==> src/rtl/seg_scan_driver_if.sv <==
// Bus between data_gen and the 7-segment scan driver: display request in,
// digit-select and segment pin drive out.
interface seg_scan_driver_if;
   logic [19:0] price;
   logic [5:0]  point;
   logic        seg_en;
   logic        sign;
   logic [5:0]  sel;
   logic [7:0]  seg;

   modport master (
      output price, point, seg_en, sign,
      input  sel, seg
   );

   modport slave (
      input  price, point, seg_en, sign,
      output sel, seg
   );
endinterface

==> src/rtl/seg_scan_driver.sv <==
// 6-digit common-anode 7-segment scan driver with sequential binary-to-BCD conversion,
// leading-zero blanking and a floating minus sign.
module seg_scan_driver #(
   parameter int unsigned CNT_MAX = 49_999
) (
   input  logic               sys_clk,
   input  logic               sys_rst,
   seg_scan_driver_if.slave   bus
);

   localparam int unsigned CW = (CNT_MAX > 0) ? $clog2(CNT_MAX + 1) : 1;
   localparam logic [CW-1:0] CNT_TOP = CW'(CNT_MAX);
   localparam logic [19:0]   PRICE_MAX = 20'd999_999;

   typedef enum logic [1:0] {IDLE, SHIFT, LOAD} conv_state_t;

   conv_state_t state, state_nxt;
   logic [19:0] bin_q;
   logic [23:0] bcd_q;
   logic [23:0] bcd_adj;
   logic [4:0]  bit_cnt;
   logic [5:0]  pt_q;
   logic        sign_q;

   logic [23:0] buf_bcd;
   logic [5:0]  buf_point;
   logic        buf_sign;

   logic [CW-1:0] cnt;
   logic [2:0]    digit_idx;
   logic [5:0]    sel_q;
   logic [7:0]    seg_q;
   logic [7:0]    code;
   logic [2:0]    top_m;
   logic [2:0]    top_p;
   logic [2:0]    top;

   function automatic logic [7:0] glyph(input logic [3:0] d);
      case (d)
         4'd0:    glyph = 8'hC0;
         4'd1:    glyph = 8'hF9;
         4'd2:    glyph = 8'hA4;
         4'd3:    glyph = 8'hB0;
         4'd4:    glyph = 8'h99;
         4'd5:    glyph = 8'h92;
         4'd6:    glyph = 8'h82;
         4'd7:    glyph = 8'hF8;
         4'd8:    glyph = 8'h80;
         4'd9:    glyph = 8'h90;
         default: glyph = 8'hFF;
      endcase
   endfunction

   always_ff @(posedge sys_clk or posedge sys_rst) begin
      if (sys_rst) state <= IDLE;
      else         state <= state_nxt;
   end

   always_comb begin
      state_nxt = state;
      case (state)
         IDLE:    state_nxt = SHIFT;
         SHIFT:   if (bit_cnt == 5'd19) state_nxt = LOAD;
         LOAD:    state_nxt = IDLE;
         default: state_nxt = IDLE;
      endcase
   end

   // Double-dabble: correct each nibble before it is shifted.
   always_comb begin
      bcd_adj = bcd_q;
      for (int unsigned i = 0; i < 6; i++) begin
         if (bcd_q[4*i +: 4] >= 4'd5) bcd_adj[4*i +: 4] = bcd_q[4*i +: 4] + 4'd3;
      end
   end

   always_ff @(posedge sys_clk or posedge sys_rst) begin
      if (sys_rst) begin
         bin_q     <= '0;
         bcd_q     <= '0;
         bit_cnt   <= '0;
         pt_q      <= '0;
         sign_q    <= 1'b0;
         buf_bcd   <= '0;
         buf_point <= '0;
         buf_sign  <= 1'b0;
      end else begin
         case (state)
            IDLE: begin
               bin_q   <= (bus.price > PRICE_MAX) ? PRICE_MAX : bus.price;
               bcd_q   <= '0;
               bit_cnt <= '0;
               pt_q    <= bus.point;
               sign_q  <= bus.sign;
            end
            SHIFT: begin
               bcd_q   <= {bcd_adj[22:0], bin_q[19]};
               bin_q   <= {bin_q[18:0], 1'b0};
               bit_cnt <= bit_cnt + 5'd1;
            end
            LOAD: begin
               buf_bcd   <= bcd_q;
               buf_point <= pt_q;
               buf_sign  <= sign_q;
            end
            default: ;
         endcase
      end
   end

   always_ff @(posedge sys_clk or posedge sys_rst) begin
      if (sys_rst) begin
         cnt       <= '0;
         digit_idx <= '0;
      end else if (cnt == CNT_TOP) begin
         cnt       <= '0;
         digit_idx <= (digit_idx == 3'd5) ? 3'd0 : digit_idx + 3'd1;
      end else begin
         cnt <= cnt + 1'b1;
      end
   end

   // Highest digit that must be lit: most significant nonzero digit or highest dp.
   always_comb begin
      top_m = 3'd0;
      top_p = 3'd0;
      for (int unsigned i = 0; i < 6; i++) begin
         if (buf_bcd[4*i +: 4] != 4'd0) top_m = 3'(i);
         if (buf_point[i])              top_p = 3'(i);
      end
      top = (top_m > top_p) ? top_m : top_p;
   end

   always_comb begin
      code = glyph(buf_bcd[4*digit_idx +: 4]);
      if (digit_idx > top) begin
         if (buf_sign && (top < 3'd5) && (digit_idx == top + 3'd1)) code = 8'hBF;
         else                                                       code = 8'hFF;
      end
      if (buf_point[digit_idx]) code[7] = 1'b0;
   end

   always_ff @(posedge sys_clk or posedge sys_rst) begin
      if (sys_rst) begin
         sel_q <= '1;
         seg_q <= '1;
      end else if (bus.seg_en) begin
         sel_q <= ~(6'd1 << digit_idx);
         seg_q <= code;
      end else begin
         sel_q <= '1;
         seg_q <= '1;
      end
   end

   assign bus.sel = sel_q;
   assign bus.seg = seg_q;

endmodule

==> src/flat_wrapper.sv <==
// flat-port wrapper written by rule: the top's interface ports become plain ports
module seg_scan_driver_flat 
#(
   parameter int unsigned CNT_MAX = 49_999
)
  (sys_clk, sys_rst, bus_price, bus_point, bus_seg_en, bus_sign, bus_sel, bus_seg);
  seg_scan_driver_if bus_i ();
  input  logic sys_clk;
  input  logic sys_rst;
  input wire logic [$bits(bus_i.price)-1:0] bus_price;
  input wire logic [$bits(bus_i.point)-1:0] bus_point;
  input wire logic [$bits(bus_i.seg_en)-1:0] bus_seg_en;
  input wire logic [$bits(bus_i.sign)-1:0] bus_sign;
  output wire logic [$bits(bus_i.sel)-1:0] bus_sel;
  output wire logic [$bits(bus_i.seg)-1:0] bus_seg;
  assign bus_i.price = bus_price;
  assign bus_i.point = bus_point;
  assign bus_i.seg_en = bus_seg_en;
  assign bus_i.sign = bus_sign;
  assign bus_sel = bus_i.sel;
  assign bus_seg = bus_i.seg;
  seg_scan_driver #(.CNT_MAX(CNT_MAX)) u_core (.sys_clk(sys_clk), .sys_rst(sys_rst), .bus(bus_i));
endmodule
==> config.mk <==
export PLATFORM = sky130hd
export DESIGN_NAME = seg_scan_driver_flat
export DESIGN_NICKNAME = d
export VERILOG_FILES = /design/src/rtl/seg_scan_driver_if.sv /design/src/rtl/seg_scan_driver.sv /design/src/flat_wrapper.sv
export SDC_FILE = /design/constraint.sdc
export NUM_CORES = 1
export LEC_CHECK = 0
export CORE_MARGIN = 2
export CORE_UTILIZATION = 51
export CTS_CLUSTER_SIZE = 10
export DETAILED_ROUTE_END_ITERATION = 10
export HOLD_SLACK_MARGIN = 0.06
export PLACE_DENSITY = 0.73
export RECOVER_POWER = 25
export SLEW_MARGIN = 20
export SYNTH_ARGS = -nofsm -noshare
export SYNTH_HDL_FRONTEND = slang
export SYNTH_SLANG_ARGS = --single-unit
==> constraint.sdc <==
create_clock -name sys_clk -period 3.64 [get_ports sys_clk]
set_input_delay 0.364 -clock sys_clk [delete_from_list [all_inputs] [get_ports sys_clk]]
set_output_delay 0.364 -clock sys_clk [all_outputs]
set_load 0.03 [all_outputs]
* Word level (Yosys, flattened, before mapping)
Memories as Yosys holds them, arrays and structs flattened.
Cells that the tools add are included.
W data, S select, Z words.
** Cells by class
- $add $sub $neg :: 10
- Muxes and demuxes :: 32
- Shift-type cells :: 2
- Order comparisons :: 11
- Reduce and logical (&&, ||, !) cells :: 9
- Bitwise gates (word level) :: 1
- Equality and inequality tests :: 7
** Operators by type and width (number)
- $pmux W24 S2 :: 1
- $pmux W20 S2 :: 1
- $ge A4 B3 Y1 const B :: 6
- $shiftx A24 B6 Y4 :: 1
- $mux W3 :: 7
- $add A4 B2 Y4 const B :: 5
- $gt A20 B20 Y1 const B :: 1
- $mux W20 :: 1
- $mux W4 :: 5
- $reduce_bool A4 Y1 :: 5
- $add A16 B1 Y16 const B :: 1
- $eq A16 B16 Y1 const B :: 1
- $mux W16 :: 1
- $mux W8 :: 2
- $mux W2 :: 5
- $pmux W5 S2 :: 1
- $mux W7 :: 1
- $add A3 B1 Y3 const B :: 2
- $gt A3 B3 Y1 :: 2
- $mux W6 :: 1
- $not A6 Y6 :: 1
- $shl A1 B3 Y6 const A :: 1
- $add A5 B1 Y5 const B :: 1
- $eq A5 B5 Y1 const B :: 1
- 14 further kinds :: 18
** Storage, ports and cells
- Memories kept :: 1
- Word-level logic and storage cells :: 86
- Output and inout bits :: 14
- Input port bits :: 30
- Memory bits (read-only) :: 112
- Register bits after elaboration :: 122
** Memory list
- (no name shown) :: depth 16, bits a word 7, read ports 1, clocked after Yosys merged registers in 0, write ports 0, line seg_scan_driver.sv:39 : case (d)

* Depth between registers and ports, before layout
Gate-level depths: netlist (run 1).
- Depth in word-level cells :: 15
- Gate-level depth with buffers :: 16
- Depth with buffers taken out :: 16

* Least setup slack after synthesis (run 1)
OpenSTA, ideal clock, no wires.
- Kind :: register -> register
- Start :: register u_core.buf_bcd[17]
- End :: register u_core.seg_q[6], in the netlist u_core.bus.seg[6]
- Data required time :: 3.551 ns
- Cell stages (with the launch flop) :: 15
- Path buffers :: 0
- Library setup time :: 0.089 ns
- Setup slack :: 0.002 ns
- Period minus slack after synthesis :: 3.638 ns
- Arrival time :: 3.550 ns
- Cell sequence :: dfrtp_1 > nor4_1 > nand2_1 > a21oi_1 > ha_1 > nor2b_1 > o21ai_0 > a32oi_1 > mux2_2 > ha_1 > xnor2_1 > nand3_1 > or4b_2 > nor4_1 > a211oi_1
** On the way
- Cells in the longest elaborated chain, start to end :: 11
- Elaborated cells on any way between the ends :: 16
- Classes of those cells :: add/sub: 1; order compare: 3; eq/ne: 1; shift: 1; mux: 6; reduce/logical: 3; memory: 1
** Ends and longest elaborated chain
- start: declaration :: line seg_scan_driver.sv:25 : logic [23:0] buf_bcd;
- start signal: assignment :: line seg_scan_driver.sv:102 : buf_bcd <= bcd_q;
- $reduce_bool A4 Y1 :: line seg_scan_driver.sv:128 : if (buf_bcd[4*i +: 4] != 4'd0) top_m = 3'(i);
- $mux W3 (2 in a row) :: line seg_scan_driver.sv:128
- $gt A3 B3 Y1 :: line seg_scan_driver.sv:131 : top = (top_m > top_p) ? top_m : top_p;
- $mux W3 :: line seg_scan_driver.sv:131
- $add A3 B1 Y3 or $lt A3 B3 Y1 (tied branches) :: line seg_scan_driver.sv:137 : if (buf_sign && (top < 3'd5) && (digit_idx == top + 3'd1)) code = 8'hBF;
- $eq A3 B3 Y1 or $logic_and A1 B1 Y1 (tied branches) :: line seg_scan_driver.sv:137
- $logic_and A1 B1 Y1 :: line seg_scan_driver.sv:137
- $mux W7 :: line seg_scan_driver.sv:137
- $mux W8 * :: line seg_scan_driver.sv:136 : if (digit_idx > top) begin
- $mux W8 * :: line seg_scan_driver.sv:147 : end else if (bus.seg_en) begin
- end signal: assignment :: line seg_scan_driver.sv:149 : seg_q <= code;
- end: declaration :: line seg_scan_driver.sv:32 : logic [7:0] seg_q;
Every way passes the cells marked *; elsewhere a longest branch is shown, timed or not.
A chain may end at the register's enable or synchronous reset.

* Worst setup path after layout (run 1)
- Start :: register u_core.buf_bcd[4]
- End :: register u_core.seg_q[6], in the netlist u_core.bus.seg[6]
** On the way
- Cells in the longest elaborated chain, start to end :: 14
- Elaborated cells on any way between the ends :: 19
- Classes of those cells :: add/sub: 1; order compare: 3; eq/ne: 1; shift: 1; mux: 9; reduce/logical: 3; memory: 1
** Ends and longest elaborated chain (line)
- $reduce_bool A4 Y1 :: seg_scan_driver.sv:128
- $mux W1 :: seg_scan_driver.sv:128
- $mux W2 (2 in a row) :: seg_scan_driver.sv:128
- $mux W3 (2 in a row) :: seg_scan_driver.sv:128
- $gt A3 B3 Y1 :: seg_scan_driver.sv:131
- $mux W3 :: seg_scan_driver.sv:131
- $add A3 B1 Y3 or $lt A3 B3 Y1 (tied branches) :: seg_scan_driver.sv:137
- $eq A3 B3 Y1 or $logic_and A1 B1 Y1 (tied branches) :: seg_scan_driver.sv:137
- $logic_and A1 B1 Y1 :: seg_scan_driver.sv:137
- $mux W7 :: seg_scan_driver.sv:137
- $mux W8 * :: seg_scan_driver.sv:136
- $mux W8 * :: seg_scan_driver.sv:147
Marks and branches as above.

==> impl_metrics.json, run 1 <==
{
  "placementRows": 40,
  "async_flop_share_pct": 100,
  "fp.dieArea_sq_mm": 0.0131,
  "hold_sp": "u_core.bit_cnt[4]",
  "antenna_violating_nets_post_route": 0,
  "post_route_minimum_period_ns": 3.62,
  "worst_ir_drop_vdd_mv": 0.353,
  "static-leakage-power_nw": 3.31,
  "number_of_non_filler_instances_in_the_completed_layout": 835,
  "worstSetupEndpointType": "register",
  "crit_path_start": "u_core.buf_bcd[4]",
  "timing.critical_path.arrival_ns": 3.95,
  "tot_gr_track_use_pct": 20.4,
  "timing.critical_path.from_type": "register",
  "diodes": 0,
  "core_sq_mm": 0.0120,
  "synth-edff-count": 0,
  "hold_violations": 0,
  "met1_length_um": 5660,
  "mappedNetlistNets": 666,
  "antenna_violations_before_repair": 0,
  "synth.distinct_cells": 54,
  "hold_path_class": "register to register",
  "synth_common_cells": "108 x dfrtp_1, 71 x nand2_1, 69 x o21ai_0",
  "initial_core_util_pct": 51.9,
  "seq_area_sq_mm": 0.00307,
  "ctsHtreeMaxLevel": 4,
  "synth_top_cell_area_share_pct": 43.6,
  "placed_cells": 799,
  "synth_cell_area_sq_mm": 0.00620,
  "crit_path_max_fanout": 2,
  "tightestPinTransition_ns": 1.58,
  "fill_cells": 957,
  "first_pass_iters": 7,
  "initialDrtViolationCount": 231,
  "finalCritPeriodShare_pct": 99.4,
  "numCtsBuffers": 17,
  "area_growth_syn_to_fin_pct": 22.5,
  "violations_in_the_final_reports": "max-capacitance violations, max-slew violations",
  "maximum_buffer_depth_of_the_clock_tree": 2,
  "wire_per_inst_um": 14.8,
  "multi_input_comb_area_sq_mm": 0.00299,
  "clock.fmax_ghz": 0.277,
  "fin_nets": 732,
  "highest_layer": "met4",
  "via_total_after_detailed_routing": 4566,
  "critPathKind": "register to register",
  "post_synth_main_area_contributors": "dfrtp_1 44%, dfstp_2 5.9%, mux2_2 5.6%, o21ai_0 5.6%, ha_1 5.4%",
  "pin_count_of_the_biggest_net_entering_global_routing": 85,
  "finalSetupViolations": 0,
  "register_bit_total_from_synthesis": 122,
  "power_per_cell_area_mw_per_mm2": 595,
  "synthFlopType": "dfrtp_1",
  "synth_area_leader_cell": "dfrtp_1",
  "clockRootBuffer": "clkbuf_16",
  "place_congestion": 0.807,
  "die_height_um": 114,
  "status": "finished with violations",
  "fin_tns_setup_ns": 0,
  "worst_slew_margin_rel_pct": -6.02,
  "required_ns": 3.98,
  "grt.overflow.total": 0,
  "post_cts_hold_buffer_count": 0,
  "drt_wl_total_um": 12300,
  "final_critical_path_setup_slack_ns": 0.0234,
  "syn_area_per_cell_sq_um": 10.2,
  "max_slew_violations": 40,
  "insertion_delay_ns": 0.42,
  "placement.setup.worst_slack_ns": -0.208,
  "route.met2.wl_um": 5930,
  "crit-reg2reg-launch": "u_core.buf_bcd[4]",
  "most_frequent_cell_after_synthesis": "dfrtp_1",
  "finClkSkew_ns": 0.00679,
  "grt_pass1_wl_um": 20900,
  "io-pin-count": 44,
  "viasPerCell": 5.47,
  "die-width_um": 114,
  "yosys_warnings": 0,
  "portion_of_the_post_synthesis_area_used_by_sequential_elements_pct": 49.5,
  "post_synth_inst_count": 609,
  "cts_num_sinks": 122,
  "wl_met3_um": 408,
  "place_hpwl_um": 8350,
  "rsz0062_at_grt": "true",
  "clk_pin_slew_ns": 0.06,
  "fraction_of_final_layout_cells_with_drive_strength_greater_than_1_pct": 19.5,
  "placement.io_buffers": 43,
  "vias_in_the_first_global_route": 4562,
  "timing.max_cap.violations": 1,
  "tritoncts": "built",
  "drc": 0
}
[kinds of logic (layout without fill, tap and decap cells)]
group           count (synthesis)  in the layout  synth area share [%]
flops                         122            122                  49.5
mux                            47             47                  8.81
simple gates                  193            193                  15.6
buf+inv                        53            132                  3.49
xor+xnor                       26             26                  3.67
fa+ha+maj                      27             27                  5.45
compound gates                141            141                  13.5
[metrics by stage]
stage               total power, mW  hold WS, ns  area [sq um]  util (%)
detailed placement             2.74        0.469          6920      57.9
global placement               2.68        0.460          6920      57.9
floorplan                      2.29        0.441          6200         -
global route                   4.75        0.503          7600      63.6
CTS                            4.50        0.330          7580      63.4
finish                         4.52        0.484          7600      63.6
[layout by cell type, fill, tap and decap left out, types with 3 or more instances in the layout]
master | Yosys | final
dfrtp_1 | 108 | 107
nand2_1 | 71 | 71
o21ai_0 | 69 | 68
clkdlybuf4s50_1 | 0 | 42
a21oi_1 | 39 | 38
nor2_1 | 30 | 30
mux2_2 | 31 | 30
buf_4 | 0 | 30
ha_1 | 27 | 27
inv_1 | 23 | 23
clkbuf_16 | 0 | 17
nand2b_1 | 16 | 16
xor2_1 | 14 | 14
nor2b_1 | 14 | 14
nand3_1 | 14 | 14
dfstp_2 | 14 | 14
mux2i_1 | 13 | 12
xnor2_1 | 12 | 12
o31ai_1 | 11 | 11
nor3b_1 | 9 | 9
nand3b_1 | 7 | 7
nor3_1 | 5 | 5
clkinv_2 | 0 | 5
nand4_1 | 4 | 4
clkinvlp_4 | 0 | 4
nor4_1 | 7 | 3
a21o_1 | 3 | 3
and3_1 | 3 | 3
or2_2 | 3 | 3
[critical path: stages (launching register included)]
cell      delay [ns]
dfrtp_1         0.38
or4_4           0.54
a21bo_1         0.20
a21boi_2        0.16
ha_1            0.26
a32oi_2         0.22
mux2_4          0.33
buf_4           0.15
inv_1           0.07
ha_1            0.24
a21o_1          0.20
a21oi_2         0.16
buf_4           0.14
nor4_1          0.05
a32o_1          0.23
a211oi_2        0.21
[state kept, by name (all words and copies together), names as in the netlist]
register / count
u_core.bcd_q: 24
u_core.bin_q: 20
u_core.bit_cnt: 5
u_core.buf_bcd: 24
u_core.buf_point: 6
u_core.buf_sign: 1
u_core.bus.seg: 8
u_core.bus.sel: 6
u_core.cnt: 16
u_core.digit_idx: 3
u_core.pt_q: 6
u_core.sign_q: 1
u_core.state: 2
[final cells by class]
type	count	share of cell area, %
clock inverters	12	1.63
multi-input cells	434	39.4
well taps	147	2.42
clock buffers	20	6.01
inverters	25	1.25
flip-flops and latches	122	40.4
repair buffers	75	8.87
[per-layer routing]
metal / GRT usage (%) / up-vias
met5: 0 / -
met4: 10.7 / 0
met3: 5.08 / 24
met2: 33.0 / 81
met1: 25.3 / 2214
li1: - / 2247
[worst paths after layout]
check | end | slack [ns] | cells after the start
worst min-delay path | u_core.bit_cnt[4] | 0.48 | 1
max in group asynchronous | u_core.state[1] | 0.92 | 3
worst min register to register | u_core.bit_cnt[4] | 0.48 | 1
min in group asynchronous | u_core.cnt[0] | 0.77 | 2
worst max register to register | u_core.bus.seg[6] | 0.02 | 15
worst max-delay path | u_core.bus.seg[6] | 0.02 | 15
[repair_timing]
item | 4_1_cts | 5_1_grt
pin swaps | 6 | 7
gates resized for setup | 11 | 5
setup endpoints to repair | 1 | 7
setup buffers | 3 | 1
[power by group]
| part | internal [mW] | switching [mW] | leakage [nW] |
|---|---|---|---|
| clock network | 1.03 | 0.597 | 0.278 |
| logic | 0.665 | 0.585 | 1.51 |
| registers | 1.54 | 0.101 | 1.52 |
Power figures use the tool's default switching activity.
==> inputs of run 2 (changes only) <==
==> constraint.sdc (replaced) <==
create_clock -name sys_clk -period 3.64 [get_ports sys_clk]
set_input_delay 0.91 -clock sys_clk [delete_from_list [all_inputs] [get_ports sys_clk]]
set_output_delay 0.91 -clock sys_clk [all_outputs]
set_load 0.03 [all_outputs]
==> run 2 against run 1 <==
The run ends with max-capacitance violations, max-slew violations, negative setup slack left. Cell count unchanged. Critical path type unchanged. Combinational power up 4%. Highest routed layer unchanged. Fmax down 1.4%. First-iteration DRC count up 38%. Routed wire length up 3.0%. Register-to-register slack worse by 0.05 ns. Cell area about the same. Utilization up 0.063 points. Global-route usage up 0.53 points. Clock-buffer cell count up 5. Worst hold slack better by 0.0030 ns.
==> impl_metrics.json, run 2 (synthesized netlist as in run 1, its figures left out) <==
{
  "post_cts_hold_buffer_count": 0,
  "place_hpwl_um": 8550,
  "critPathKind": "register to register",
  "via_total_after_detailed_routing": 4624,
  "finish.instance_area_sq_mm": 0.00761,
  "drt_wl_total_um": 12700,
  "ctsHtreeMaxLevel": 4,
  "status": "finished with violations",
  "grt.overflow.total": 0,
  "max_slew_violations": 123,
  "numCtsBuffers": 17,
  "maximum_buffer_depth_of_the_clock_tree": 2,
  "static-leakage-power_nw": 3.32,
  "cp.depth": 15,
  "seq_power_share_pct": 37.0,
  "fin_tns_setup_ns": -0.0264,
  "required_ns": 3.97,
  "timing.max_cap.violations": 3,
  "fraction_of_final_layout_cells_with_drive_strength_greater_than_1_pct": 18.9,
  "viasPerCell": 5.54,
  "initialDrtViolationCount": 319,
  "antenna_violations_before_repair": 0,
  "placed_cells": 802,
  "placement.io_buffers": 43,
  "cp_slowest_cell": "or4b_4",
  "whs_path_depth": 2,
  "layout_commonest_cell": "dfrtp_1",
  "fp.dieArea_sq_mm": 0.0131,
  "placementRows": 40,
  "tot_gr_track_use_pct": 20.9,
  "area_growth_syn_to_fin_pct": 22.7,
  "initial_core_util_pct": 51.9,
  "pin_count_of_the_biggest_net_entering_global_routing": 68,
  "sw_ratio_pct": 28.1,
  "first_pass_iters": 4,
  "tritoncts": "built",
  "final.hold.worst_slack_ns": 0.487,
  "fill_cells": 923,
  "power_report.internal_total_mw": 3.17,
  "dominant_delay_contributor_by_cell_family_on_the_critical_path": "simple AND/OR/NAND/NOR gates",
  "final_critical_path_setup_slack_ns": -0.0264,
  "reg2reg_setup_slack_ns": -0.03,
  "crit-reg2reg-launch": "u_core.buf_bcd[10]",
  "hold_violations": 0,
  "post_route_minimum_period_ns": 3.67,
  "grt_pass1_wl_um": 21400,
  "placement.cell_area_sq_mm": 0.00697,
  "io-pin-count": 44,
  "r2r-end": "u_core.bus.seg[6]",
  "worstSetupEndpointType": "register",
  "fin_nets": 736,
  "insertion_delay_ns": 0.41,
  "power_per_cell_area_mw_per_mm2": 580,
  "drc": 0,
  "worstPathBufferInverterCount": 2,
  "wire_per_inst_um": 15.2,
  "worst_ir_drop_vdd_mv": 0.309,
  "core_sq_mm": 0.0120,
  "crit_path_max_fanout": 3,
  "finalSetupViolations": 1,
  "clk_pin_slew_ns": 0.05,
  "largest_registers": "u_core.bcd_q: 24 flops, u_core.buf_bcd: 24 flops, u_core.bin_q: 20 flops",
  "number_of_non_filler_instances_in_the_completed_layout": 835,
  "critical-path-max-stage-delay_ns": 0.57,
  "antenna_violating_nets_post_route": 0,
  "place_congestion": 0.804,
  "finalCritPeriodShare_pct": 101,
  "clock.fmax_ghz": 0.273,
  "hold_sp": "u_core.bin_q[3]",
  "vias_in_the_first_global_route": 4545,
  "mostFrequentLayoutCells": "107 x dfrtp_1, 71 x nand2_1, 68 x o21ai_0",
  "hold_path_end": "u_core.bin_q[3]",
  "diodes": 0,
  "finClkSkew_ns": 0.0137,
  "timing.critical_path.from_type": "register",
  "rsz0062_at_grt": "true",
  "power.clock.fraction_pct": 33.5,
  "worst_slew_margin_rel_pct": -32.1,
  "crit_chain": "nor4_2 -> buf_4 -> a21oi_1 -> ha_1 -> nor2b_4 -> o21ai_2 -> a32oi_2 -> buf_4 -> mux2i_2 -> ha_1 -> xnor2_1 -> nand3_1 -> or4b_4 -> nor4_4 -> a211oi_1",
  "clockRootBuffer": "clkbuf_16",
  "die_height_um": 114,
  "worstRegToRegCells": 15,
  "violations_in_the_final_reports": "max-capacitance violations, max-slew violations, negative setup slack",
  "finalCoreUtilization_pct": 63.6,
  "timing.critical_path.arrival_ns": 4.00,
  "combPwrFrac_pct": 29.5,
  "tightestPinTransition_ns": 1.97,
  "hold_path_class": "register to register",
  "die-width_um": 114,
  "net-switching-power_mw": 1.24,
  "cts_num_sinks": 122
}
-- run 2: cell types whose count changed in the layout (fill, tap and decap cells not counted), sizes merged --
cell      change
bufinv        -2
clkinvlp      -4
buf           +2
clkinv        -3
clkbuf        +7
-- run 2: how the worst max path moves through the flow --
stage	startpoint	end	slack, ns
floorplan	u_core.buf_bcd[17]	u_core.bus.seg[6]	0.002
global placement	u_core.buf_bcd[8]	u_core.bus.seg[6]	-0.1
detailed placement	u_core.buf_bcd[8]	u_core.bus.seg[6]	-0.19
CTS	u_core.buf_bcd[21]	u_core.bus.seg[6]	0.02
global route	u_core.buf_bcd[10]	u_core.bus.seg[6]	-0.16
finish	u_core.buf_bcd[10]	u_core.bus.seg[6]	-0.03
-- run 2: layout make-up --
class                           count  area [sq um]  area share, %
Timing Repair Buffer               79           727           9.55
Inverter                           25          95.1           1.25
Clock buffer                       25           505           6.64
Multi-Input combinational cell    434          3010           39.6
Sequential cell                   122          3070           40.4
Clock inverter                      3          15.0          0.197
Tap cell                          147           184           2.42
-- run 2: repair_timing --
action,CTS,global route
buffers inserted,4,1
gates cloned,0,0
setup endpoints to repair,3,7
pin swaps,9,8
gates resized for setup,12,6
-- run 2: power by group through the flow --
stage / Sequential [mW] / Combinational [mW] / Clock [mW]
after floorplan: 1.70 / 0.588 / 0
after global placement: 1.63 / 1.06 / 0
after detailed placement: 1.64 / 1.11 / 0
after CTS: 1.63 / 1.23 / 1.51
after global routing: 1.65 / 1.41 / 1.57
final: 1.63 / 1.30 / 1.48
-- run 2: stage by stage --
step	power (mW)	setup WS (ns)
finish	4.41	-0.0264
global route	4.63	-0.164
CTS	4.37	0.0183
detailed placement	2.75	-0.193
global placement	2.70	-0.0978
floorplan	2.29	0.00181
-- run 2: worst register-to-register path, stage by stage (launching register included) --
cell      delay [ns]
dfrtp_1         0.40
nor4_2          0.34
buf_4           0.17
a21oi_1         0.08
ha_1            0.34
nor2b_4         0.15
o21ai_2         0.08
a32oi_2         0.22
buf_4           0.16
mux2i_2         0.22
ha_1            0.27
xnor2_1         0.14
nand3_1         0.13
or4b_4          0.57
nor4_4          0.27
a211oi_1        0.07
-- run 2: metal layers --
metal	GRT usage, %	wire length [um]
met1	26.3	5610
met2	34.6	6470
met3	5.45	432
met4	8.29	189
met5	0	0
==> inputs of run 3 (changes only) <==
- clock period: 3.64 -> 3.21 ns (I/O delays scaled with it)
==> run 3 against run 2 <==
The flow finishes with violations (negative setup slack). Non-clock buffer count is 17 higher. First-iteration DRC count is 26% lower. Sequential power is 14% higher. Worst hold slack worse by 0.0078 ns. Die area stayed put. Routed wire length is 1.2% lower. Clock skew is 0.0047 ns lower. Worst setup slack worse by 0.19 ns. Via count is 0.22% higher. Total power is 28% higher. Flip-flop and latch count stayed put. Fmax is 6.9% higher. Critical endpoint unchanged.
==> impl_metrics.json, run 3 (synthesized netlist as in run 1, its figures left out) <==
{
  "final_critical_path_setup_slack_ns": -0.220,
  "clock.fmax_ghz": 0.292,
  "worst_slew_margin_rel_pct": 11.2,
  "use_met1_pct": 27.0,
  "tritoncts": "built",
  "die_height_um": 114,
  "tot_gr_track_use_pct": 21.2,
  "numCtsBuffers": 17,
  "fraction_of_final_layout_cells_with_drive_strength_greater_than_1_pct": 22.3,
  "initialDrtViolationCount": 235,
  "finalCoreUtilization_pct": 66.1,
  "required_ns": 3.54,
  "placement.io_buffers": 43,
  "post_route_minimum_period_ns": 3.43,
  "violations_in_the_final_reports": "negative setup slack",
  "max_slew_violations": 0,
  "ctsHtreeMaxLevel": 4,
  "finalCritPeriodShare_pct": 107,
  "worstSetupEndpointType": "register",
  "drt_wl_total_um": 12600,
  "die-width_um": 114,
  "largest_registers": "u_core.bcd_q: 24 flops, u_core.buf_bcd: 24 flops, u_core.bin_q: 20 flops",
  "static-leakage-power_nw": 3.47,
  "drc": 0,
  "whs_path_depth": 2,
  "diodes": 0,
  "worst_ir_drop_vdd_mv": 0.389,
  "fin_tns_setup_ns": -0.670,
  "clk_pin_slew_ns": 0.05,
  "power_per_cell_area_mw_per_mm2": 715,
  "vias_in_the_first_global_route": 4717,
  "final.hold.worst_slack_ns": 0.479,
  "globalRouteMet2Util_pct": 34.0,
  "fin_nets": 753,
  "timing.critical_path.from_type": "register",
  "tightestPinTransition_ns": 1.33,
  "placement.cell_area_sq_mm": 0.00708,
  "first_pass_iters": 4,
  "finClkSkew_ns": 0.00902,
  "status": "finished with violations",
  "post_cts_hold_buffer_count": 0,
  "fp.dieArea_sq_mm": 0.0131,
  "finalSetupViolations": 7,
  "mostFrequentLayoutCells": "108 x dfrtp_1, 71 x nand2_1, 64 x o21ai_0",
  "clockRootBuffer": "clkbuf_16",
  "grt-busiest-layer": "met2",
  "grt_pass1_wl_um": 21800,
  "wire_per_inst_um": 14.7,
  "layout_commonest_cell": "dfrtp_1",
  "grt.overflow.total": 0,
  "hold_violations": 0,
  "via_total_after_detailed_routing": 4634,
  "finish.instance_area_sq_mm": 0.00791,
  "crit_path_max_fanout": 2,
  "area_growth_syn_to_fin_pct": 27.5,
  "viasPerCell": 5.41,
  "pin_count_of_the_biggest_net_entering_global_routing": 55,
  "antenna_violating_nets_post_route": 0,
  "rsz0062_at_grt": "true",
  "antenna_violations_before_repair": 0,
  "initial_core_util_pct": 51.9,
  "insertion_delay_ns": 0.42,
  "timing.max_cap.violations": 0,
  "met3_usage_pct": 5.98,
  "placementRows": 40,
  "io-pin-count": 44,
  "worstRegToRegCells": 14,
  "place_congestion": 0.805,
  "core_sq_mm": 0.0120,
  "maximum_buffer_depth_of_the_clock_tree": 2,
  "place_hpwl_um": 8750,
  "hold_path_class": "register to register",
  "timing.critical_path.arrival_ns": 3.76,
  "cts_num_sinks": 122,
  "critPathKind": "register to register"
}
run 3: final cells by class:
class / instances / area (sq um)
Inverter: 25 / 95.1
Fill cell: 935 / 4050
Clock buffer: 25 / 495
Sequential cell: 122 / 3070
Clock inverter: 7 / 160
Timing Repair Buffer: 96 / 838
Multi-Input combinational cell: 434 / 3070
Tap cell: 147 / 184
run 3: final timing paths:
kind / startpoint / to / slack (ns)
min in group asynchronous: sys_rst / u_core.buf_bcd[10] / 1.12
worst min register to register: u_core.buf_bcd[0] / u_core.buf_bcd[0] / 0.48
worst max register to register: u_core.buf_bcd[4] / u_core.bus.seg[6] / -0.22
max in group asynchronous: sys_rst / u_core.pt_q[2] / 0.56
worst min-delay path: u_core.buf_bcd[0] / u_core.buf_bcd[0] / 0.48
worst max-delay path: u_core.buf_bcd[4] / u_core.bus.seg[6] / -0.22
run 3: where the power goes:
group          total, mW  internal, mW  switching (mW)
Sequential          1.86          1.75           0.114
Clock               2.10          1.46           0.644
Combinational       1.70         0.942           0.755
Total               5.66          4.14            1.51
run 3: what timing repair did:
item | 4_1_cts | 5_1_grt
hold endpoints to repair | 0 | 0
resized for setup | 14 | 8
pin swaps | 7 | 7
endpoints found under the setup margin | 7 | 7
setup buffers | 6 | 5
gates cloned | 0 | 0
run 3: worst max-delay path: stages (launching register included):
cell      delay [ns]
dfrtp_1         0.38
or4_1           0.52
a21bo_1         0.19
a21boi_2        0.20
ha_4            0.16
nor2b_2         0.04
o21ai_2         0.19
a32oi_4         0.09
mux2_4          0.35
ha_4            0.25
xnor2_2         0.13
nand3_2         0.09
or4b_4          0.57
nor4_4          0.13
a211oi_1        0.08
run 3: metrics by stage:
step	std cells	total power, mW	worst slack (ns)
4_1_cts	851	5.54	-0.238
5_1_grt	856	5.95	-0.379
2_1_floorplan	609	2.67	-0.103
6_report	856	5.66	-0.220
3_3_place_gp	813	3.19	-0.210
3_5_place_dp	813	3.27	-0.374
run 3: metal layers:
layer,share of wire (%),routed length [um]
met3,2.8,347
met2,48,6070
met1,46,5820
met4,2.5,313
met5,0,0
